`config.mk`:
```
export PLATFORM = sky130hd
export DESIGN_NAME = cic_dec_ctrl
export DESIGN_NICKNAME = d
export VERILOG_FILES = /design/src/rtl/cic_dec_ctrl.sv
export SDC_FILE = /design/constraint.sdc
export NUM_CORES = 1
export LEC_CHECK = 0
export ABC_AREA = 1
export BUFFER_PORTS_ARGS = -buffer_cell sky130_fd_sc_hd__buf_2
export CAP_MARGIN = 10
export CELL_PAD_IN_SITES_DETAIL_PLACEMENT = 0
export CELL_PAD_IN_SITES_GLOBAL_PLACEMENT = 2
export CORE_ASPECT_RATIO = 1.25
export CORE_UTILIZATION = 34
export DETAILED_ROUTE_END_ITERATION = 8
export GPL_TIMING_DRIVEN = 0
export HOLD_SLACK_MARGIN = 0.12
export PLACE_DENSITY_LB_ADDON = 0.1
export REMOVE_ABC_BUFFERS = 1
export SLEW_MARGIN = 40
export SYNTH_ARGS = -nofsm -noshare
export SYNTH_HDL_FRONTEND = slang
export SYNTH_SLANG_ARGS = --single-unit
```
`constraint.sdc`:
```
create_clock -name clk -period 4.2 [get_ports clk]
set_clock_uncertainty 0.2 [all_clocks]
set_input_delay 0 -clock clk [delete_from_list [all_inputs] [get_ports clk]]
set_output_delay 0 -clock clk [all_outputs]
set_load 0.03 [all_outputs]
```
`src/rtl/cic_dec_ctrl.sv`:
```
// cic_dec_ctrl: sequencer for a single-stage CIC decimator datapath.
// It drives the datapath clear, enable and decimation tick, and discards
// comb warm-up results. It saturates each comb result down to OUT_W and
// queues it in a small FIFO behind a valid/ready output.
module cic_dec_ctrl #(
    parameter int ACC_W      = 48,
    parameter int OUT_W      = 21,
    parameter int RATIO_W    = 8,
    parameter int WARMUP     = 2,
    parameter int FIFO_DEPTH = 4
) (
    input  logic                    clk,
    input  logic                    rst,
    input  logic                    start,
    input  logic                    stop,
    input  logic [RATIO_W-1:0]      cfg_ratio,
    input  logic [5:0]              cfg_shift,
    input  logic                    in_valid,
    output logic                    acc_clr,
    output logic                    comb_en,
    output logic                    dec_tick,
    input  logic                    comb_valid,
    input  logic signed [ACC_W-1:0] comb_data,
    output logic [OUT_W-1:0]        out_data,
    output logic                    out_valid,
    input  logic                    out_ready,
    output logic                    busy,
    output logic                    ovf,
    output logic                    sat
);

    localparam int PTR_W  = (FIFO_DEPTH > 1) ? $clog2(FIFO_DEPTH) : 1;
    localparam int WCNT_W = (WARMUP > 0) ? $clog2(WARMUP + 1) : 1;

    // Saturation limits, sign-extended to the comb width for a signed compare.
    localparam logic signed [ACC_W-1:0] SAT_MAX = {{(ACC_W-OUT_W+1){1'b0}}, {(OUT_W-1){1'b1}}};
    localparam logic signed [ACC_W-1:0] SAT_MIN = {{(ACC_W-OUT_W+1){1'b1}}, {(OUT_W-1){1'b0}}};

    typedef enum logic [1:0] {
        ST_IDLE  = 2'd0,
        ST_WARM  = 2'd1,
        ST_RUN   = 2'd2,
        ST_FLUSH = 2'd3
    } state_t;

    state_t               state_q, state_d;
    logic [RATIO_W-1:0]   phase_q, phase_d;
    logic [RATIO_W-1:0]   ratio_q, ratio_d;
    logic [5:0]           shift_q, shift_d;
    logic [WCNT_W-1:0]    warm_cnt_q, warm_cnt_d;
    logic                 acc_clr_q, acc_clr_d;
    logic                 dec_tick_q, dec_tick_d;
    logic                 ovf_q, ovf_d;
    logic                 sat_q, sat_d;
    logic [PTR_W:0]       wr_ptr_q, wr_ptr_d;
    logic [PTR_W:0]       rd_ptr_q, rd_ptr_d;

    logic [OUT_W-1:0]     fifo_mem [FIFO_DEPTH];

    logic                 active;
    logic [RATIO_W-1:0]   ratio_eff;
    logic                 fifo_empty;
    logic                 fifo_full;
    logic                 push_req;
    logic                 push;
    logic                 pop;
    logic signed [ACC_W-1:0] shifted;
    logic                 sat_hi;
    logic                 sat_lo;
    logic [OUT_W-1:0]     slice_val;

    // Datapath-facing decode, FIFO status and the saturating slice.
    always_comb begin
        active     = (state_q == ST_WARM) || (state_q == ST_RUN);
        ratio_eff  = (cfg_ratio < RATIO_W'(2)) ? RATIO_W'(2) : cfg_ratio;
        fifo_empty = (wr_ptr_q == rd_ptr_q);
        fifo_full  = (wr_ptr_q[PTR_W] != rd_ptr_q[PTR_W]) &&
                     (wr_ptr_q[PTR_W-1:0] == rd_ptr_q[PTR_W-1:0]);
        pop        = !fifo_empty && out_ready;
        push_req   = (state_q == ST_RUN) && comb_valid;
        // A full FIFO still accepts a word when the head leaves in the same cycle.
        push       = push_req && (!fifo_full || pop);
        shifted    = comb_data >>> shift_q;
        sat_hi     = (shifted > SAT_MAX);
        sat_lo     = (shifted < SAT_MIN);
        if (sat_hi) begin
            slice_val = SAT_MAX[OUT_W-1:0];
        end else if (sat_lo) begin
            slice_val = SAT_MIN[OUT_W-1:0];
        end else begin
            slice_val = shifted[OUT_W-1:0];
        end
    end

    // Next-state logic: FSM, phase counter, sticky flags and FIFO pointers.
    always_comb begin
        state_d    = state_q;
        phase_d    = phase_q;
        ratio_d    = ratio_q;
        shift_d    = shift_q;
        warm_cnt_d = warm_cnt_q;
        acc_clr_d  = 1'b0;
        dec_tick_d = 1'b0;
        ovf_d      = ovf_q;
        sat_d      = sat_q;
        wr_ptr_d   = wr_ptr_q;
        rd_ptr_d   = rd_ptr_q;

        if (push) begin
            wr_ptr_d = wr_ptr_q + 1'b1;
        end
        if (pop) begin
            rd_ptr_d = rd_ptr_q + 1'b1;
        end
        if (push_req && fifo_full && !pop) begin
            ovf_d = 1'b1;
        end
        if (push_req && (sat_hi || sat_lo)) begin
            sat_d = 1'b1;
        end

        // The tick is registered, so it lands one cycle after the last sample of a block.
        if (active && in_valid) begin
            if (phase_q == ratio_q - 1'b1) begin
                phase_d    = '0;
                dec_tick_d = 1'b1;
            end else begin
                phase_d = phase_q + 1'b1;
            end
        end

        case (state_q)
            ST_IDLE: begin
                if (start) begin
                    state_d    = (WARMUP == 0) ? ST_RUN : ST_WARM;
                    ratio_d    = ratio_eff;
                    shift_d    = cfg_shift;
                    phase_d    = '0;
                    warm_cnt_d = '0;
                    ovf_d      = 1'b0;
                    sat_d      = 1'b0;
                    acc_clr_d  = 1'b1;
                end
            end
            ST_WARM: begin
                // Stop wins over a warm-up count that completes in the same cycle.
                if (stop) begin
                    state_d = ST_FLUSH;
                end else if (comb_valid) begin
                    warm_cnt_d = warm_cnt_q + 1'b1;
                    if (warm_cnt_q == WCNT_W'(WARMUP - 1)) begin
                        state_d = ST_RUN;
                    end
                end
            end
            ST_RUN: begin
                if (stop) begin
                    state_d = ST_FLUSH;
                end
            end
            ST_FLUSH: begin
                // Leave as soon as the last queued word is taken.
                if (wr_ptr_d == rd_ptr_d) begin
                    state_d = ST_IDLE;
                end
            end
            default: begin
                state_d = ST_IDLE;
            end
        endcase
    end

    // Control and status registers; reset aborts any conversion and empties the FIFO.
    always_ff @(posedge clk or posedge rst) begin
        if (rst) begin
            state_q    <= ST_IDLE;
            phase_q    <= '0;
            ratio_q    <= RATIO_W'(2);
            shift_q    <= '0;
            warm_cnt_q <= '0;
            acc_clr_q  <= 1'b0;
            dec_tick_q <= 1'b0;
            ovf_q      <= 1'b0;
            sat_q      <= 1'b0;
            wr_ptr_q   <= '0;
            rd_ptr_q   <= '0;
        end else begin
            state_q    <= state_d;
            phase_q    <= phase_d;
            ratio_q    <= ratio_d;
            shift_q    <= shift_d;
            warm_cnt_q <= warm_cnt_d;
            acc_clr_q  <= acc_clr_d;
            dec_tick_q <= dec_tick_d;
            ovf_q      <= ovf_d;
            sat_q      <= sat_d;
            wr_ptr_q   <= wr_ptr_d;
            rd_ptr_q   <= rd_ptr_d;
        end
    end

    // FIFO storage; contents need no reset because the pointers define validity.
    always_ff @(posedge clk) begin
        if (push) begin
            fifo_mem[wr_ptr_q[PTR_W-1:0]] <= slice_val;
        end
    end

    // Output decode; out_data reads as zero while the FIFO is empty.
    always_comb begin
        acc_clr   = acc_clr_q;
        dec_tick  = dec_tick_q;
        comb_en   = active;
        busy      = (state_q != ST_IDLE);
        out_valid = !fifo_empty;
        ovf       = ovf_q;
        sat       = sat_q;
        out_data  = fifo_empty ? '0 : fifo_mem[rd_ptr_q[PTR_W-1:0]];
    end

endmodule

```
Word-level counts from Yosys, hierarchy flattened

Memory sizes are Yosys's and may differ from the RTL's.
Index checks and enable logic that the tools add are counted.

Memories kept: 1
Register bits: 36
Input port bits: 69
Bits in writable memories: 84

$lt $le $gt $ge: 3
Equality and inequality tests: 16
Shifts and indexed selects: 1
Mux-type cells: 33
Reductions and logical operators: 20
Add/subtract/negate cells: 5

Memories:

| name     | words | bits a word | read ports | clocked after memory_dff | wr ports | RTL line | text |
|---|---|---|---|---|---|---|---|
| fifo_mem | 4     | 21          | 1          | 0                        | 1        | 58       | `logic [OUT_W-1:0] fifo_mem [FIFO_DEPTH];` |

Operators by type and width:

| kind                   | number |
|---|---|
| $mux W21               | 3 |
| $gt A48 B21 Y1 const B | 1 |
| $lt A48 B21 Y1 const B | 1 |
| $sshr A48 B6 Y48       | 1 |
| $mux W8                | 5 |
| $mux W2                | 9 |
| $mux W1                | 12 |
| $ne A2 B2 Y1 const B   | 5 |
| $add A8 B1 Y8 const B  | 1 |
| $eq A8 B8 Y1           | 1 |
| $logic_and A1 B1 Y1    | 8 |
| $lt A8 B2 Y1 const B   | 1 |
| $pmux W2 S4            | 1 |
| $sub A8 B1 Y8 const B  | 1 |
| $add A3 B1 Y3 const B  | 2 |
| $eq A3 B3 Y1           | 2 |
| $mux W3                | 2 |
| $reduce_and A5 Y1      | 1 |
| $eq A2 B1 Y1 const B   | 2 |
| $eq A2 B2 Y1 const B   | 2 |
| $pmux W2 S2            | 1 |
| $reduce_and A4 Y1      | 1 |
| $reduce_bool A2 Y1     | 2 |
| $logic_not A1 Y1       | 3 |
| other kinds (8)        | 10 |

Logic depth before layout (Yosys ltp)

Word-level depth: 9
Mapped depth: 21
Mapped depth without buffers: 20

Least setup slack after synthesis

OpenSTA, ideal clock, no wires.

Path kind: register to register
Start: register rd_ptr_q[0]
End: register state_q[0]
Path buffers: 1
Arrival time: 2.761 ns
Stages on the path, launching flop included: 13
Setup time: 0.117 ns
Data required time: 3.883 ns
Path slack: 1.123 ns
Path through: dfrtp_1 -> buf_2 -> inv_2 -> nand2_1 -> nand4_1 -> nand2_1 -> nor2_1 -> xor2_1 -> xor2_1 -> o31ai_2 -> nand2_1 -> nand2_1 -> nand2_1

Longest elaborated chain between the ends: 9
Elaborated cells between the ends (all ways): 14
Those cells by class: 1 x add/sub; 4 x eq/ne; 2 x mux; 7 x reduce/logical

RTL lines:

| element                                                        | RTL line | text |
|---|---|---|
| from (decl)                                                    | 56       | `logic [PTR_W:0] rd_ptr_q, rd_ptr_d;` |
| from (signal assigned)                                         | 198      | `rd_ptr_q <= rd_ptr_d;` |
| $eq A3 B3 Y1 / $eq A2 B2 Y1 (equally long branches)            | 76, 78   |  |
| $logic_not A1 Y1 / $logic_and A1 B1 Y1 (equally long branches) | 79, 77   |  |
| $logic_and A1 B1 Y1 / $logic_not A1 Y1 (equally long branches) | 79, 82   |  |
| $logic_or A1 B1 Y1                                             | 82       | `push = push_req && (!fifo_full \|\| pop);` |
| $logic_and A1 B1 Y1                                            | 82       |  |
| $mux W3                                                        | 109      | `if (push) begin` |
| $eq A3 B3 Y1 (*)                                               | 163      | `if (wr_ptr_d == rd_ptr_d) begin` |
| $ne A2 B2 Y1 (no line) (*)                                     | -        |  |
| $reduce_and A5 Y1 (no line) (*)                                | -        |  |
| to (signal assigned)                                           | 188      | `state_q <= state_d;` |
| to (decl)                                                      | 46       | `state_t state_q, state_d;` |

Every way passes the cells marked *; elsewhere a longest branch is shown, timed or not.
A chain may end at the register's enable or synchronous reset.

Final worst setup path

Start: register shift_q[2]
End: memory fifo_mem[0][2], data pin

Longest elaborated chain between the ends: 4
Elaborated cells between the ends (all ways): 5
Those cells by class: 2 x order compare; 1 x shift; 2 x mux

RTL lines:

| element                | RTL line | text |
|---|---|---|
| from (decl)            | 49       | `logic [5:0] shift_q, shift_d;` |
| from (signal assigned) | 191      | `shift_q <= shift_d;` |
| $sshr A48 B6 Y48 (*)   | 83       | `shifted = comb_data >>> shift_q;` |
| $lt A48 B21 Y1         | 85       | `sat_lo = (shifted < SAT_MIN);` |
| $mux W21               | 88       | `end else if (sat_lo) begin` |
| $mux W21 (*)           | 86       | `if (sat_hi) begin` |
| net slice_val[2]       | 70       | `logic [OUT_W-1:0] slice_val;` |
| to (decl)              | 58       |  |

The timed path passes the listed nets; every way through them passes the cells marked *.

==> results.yml <==
final_layout:
  final_core_util_pct: 40.9
  instances_no_fill: 1620
  drive_above_1_share_pct: 14.6
  diodes: 0
  fin_nets: 1353
  final_area_um2: 10300
  synthToLayoutAreaGrowth_pct: 18.4
sta:
  grt_setup_unrepaired: "no"
  drv_slew: 0
  setup-violations-final: 0
  fmax_ghz: 0.264
  fin_crit_ps: 3790
  relSlewSlack_pct: 47.1
  worstMarginPinSlew_ps: 794
  worst_slack_ps: 408
  tns_ps: 0
  fin_crit_sh_pct: 90.3
  hold_violations: 0
  whs_ps: 137
pwr:
  vdd.ir_drop.worst_uv: 308
  p_leak_nw: 4.60
  power_per_cell_area_nw_per_um2: 857
  p_total_mw: 8.81
synthesis:
  synth_top_area_share_pct: 29.1
  yosysTopAreaCell: "edfxtp_1"
  synthCells: 1192
  ys_seq_area_share_pct: 39.5
  synth_commonest_cells: "nand2_1, nand3_1, nor2_1"
  ys_top_cells_by_area: "edfxtp_1, nand2_1, nand3_1, dfrtp_1, nor2_1"
  ys_seq_elements: 120
  synthFlopType: "edfxtp_1"
  async_flop_share_pct: 30.0
  synth.most_common_cell: "nand2_1"
  netlist_area_um2: 8680
  yosysUniqueCellTypes: 48
  avgSynthCellArea_um2: 7.28
  yosys_warnings: 0
  synth_edf_count: 84
setup_path:
  r2r_cells: 15
  r2r_end: "fifo_mem[0][2]"
  startpoint: "shift_q[2]"
  rr_startpoint: "shift_q[2]"
  startpoint_type: "register"
  path_max_fanout: 44
  cp_data_required_time_ps: 4100
  rrSetupSlack_ps: 410
  crit_end: "fifo_mem[0][2]"
  cp_data_arrival_time_ps: 3690
  criticalPathCategory: "register to register"
  cp-end-kind: "register"
global_routing:
  track_usage_pct: 20.4
  antenna_found_initial: 0
  overflow: 0
  grt_pass1_vias: 8045
  grt_start_max_net_pins: 53
  grt_first_pass_wirelength_um: 41900
routing:
  ant_nets: 0
  drt_pass1_iterations: 5
  drt-initial-drc-count: 429
  totalWireLength_um: 25500
  post_drt_via_cell_ratio: 5.02
  vias: 8132
  remaining_drc_errors: 0
  avgRoutedWirePerCell_um: 15.8
placement:
  numPortBuffers: 96
  dpl_cell_area_um2: 9410
  pre_cts_slack_ps: 355
  post-place-cells: 1557
  hpwl_um: 19000
  place.gp.congestion: 0.866
cts:
  cts-root-buf: "clkbuf_16"
  cts.clk_slew.worst_paths_ps: 60
  clock-sinks: 120
  cts_tree: "built"
  clockBufferDepth: 2
  cts_htree_levels: 4
  numCtsBuffers: 17
  clk_latency_ps: 410
floorplan:
  num_rows: 65
  initial_core_util_pct: 34.5
  core_area_um2: 25100
  ioPinCount: 97
  die-area_um2: 26200
  die_w_um: 145
  die_y_um: 181
run:
  cap_violations: 0
outcome:
  status: "completed"
hold_path:
  min_path_type: "primary input to register"
-- cell usage in the layout (no fill, tap or decap), drive strengths merged, types with 2 or more instances in the layout --
cell	n
or2	5
nand2	351
edfxtp	84
clkbuf	18
nand3	201
xor2	17
dfrtp	35
dlygate4sd3	31
mux2i	8
inv	90
nor2	118
a21oi	19
nand4	10
ha	12
and2	2
a211oi	4
o21ai	94
buf	105
o211ai	7
o32ai	21
nor3	6
xnor2	8
clkinvlp	4
nand3b	2
o22ai	3
o221ai	13
clkinv	6
-- report_power, final --
part	internal [mW]	switching, mW	leakage, nW
Clock	0.815	0.530	0.259
Combinational	1.75	3.68	3.14
Sequential	1.57	0.464	1.20
Total	4.14	4.67	4.60
-- per-layer routing --
metal  GRT usage [%]  vias up  share of wire [%]
li1                -     4199                  -
met1            25.6     3816                 44
met2            37.1      103                 53
met3            1.86       14                1.7
met4            4.84        0                1.0
met5               0        -                  0
-- sequential cells by signal, summed over array words and instances, names as in the netlist --
name        flops
shift_q         6
fifo_mem       84
dec_tick        1
warm_cnt_q      2
wr_ptr_q        3
rd_ptr_q        3
state_q         2
acc_clr         1
ratio_q         8
sat             1
phase_q         8
ovf             1
-- worst max-delay path: stages (launching register included) --
cell and delay (ps):
dfrtp_2 860, inv_2 540, nand3_1 290, nand2_1 70, nand2_1 60, nand2_1 140, nand2_1 90, nand2_1 50
inv_1 80, nand3_1 100, nor2_1 180, nand2_1 90, nor2_1 90, nand2_1 70, nand2_2 280, nand2_1 240
-- worst min-delay path by stage --
stage	from	to	slack, ps	cells past startpoint
3_3_place_gp	cfg_shift[0]	shift_q[0]	10	3
3_5_place_dp	rst	warm_cnt_q[0]	-160	2
2_1_floorplan	comb_data[47]	fifo_mem[0][20]	-100	0
5_1_grt	cfg_shift[3]	shift_q[3]	180	4
4_1_cts	cfg_shift[0]	shift_q[0]	130	4
6_report	cfg_shift[0]	shift_q[0]	140	4
-- cell families (layout without fill, tap and decap cells) --
logic type | count (synthesis) | in the layout | share of synthesized area (%)
AND/OR/NAND/NOR | 698 | 698 | 34.9
XOR/XNOR | 25 | 25 | 2.52
multiplexers | 8 | 8 | 0.923
AO/OA/AOI/OAI | 167 | 167 | 11.8
flip-flops | 120 | 120 | 39.5
adder cells (fa/ha/maj) | 12 | 12 | 1.73
buffers and inverters | 162 | 255 | 8.65
-- repair_timing --
action / CTS / global route
endpoints found under the setup margin: 0 / 0
hold buffers: 31 / 0
hold endpoints to repair: 72 / 0
resized for setup: 0 / 0
buffers inserted: 0 / 0
-- area by class of cell --
cell class	instances	area (um^2)
well taps	335	419
clock inverters	14	125
clock buffers	18	429
inverters	87	337
multi-input cells	910	4550
repair buffers	136	982
flip-flops and latches	120	3440
fillers	2673	14900
No activity file was read; power rests on OpenSTA's default activity.
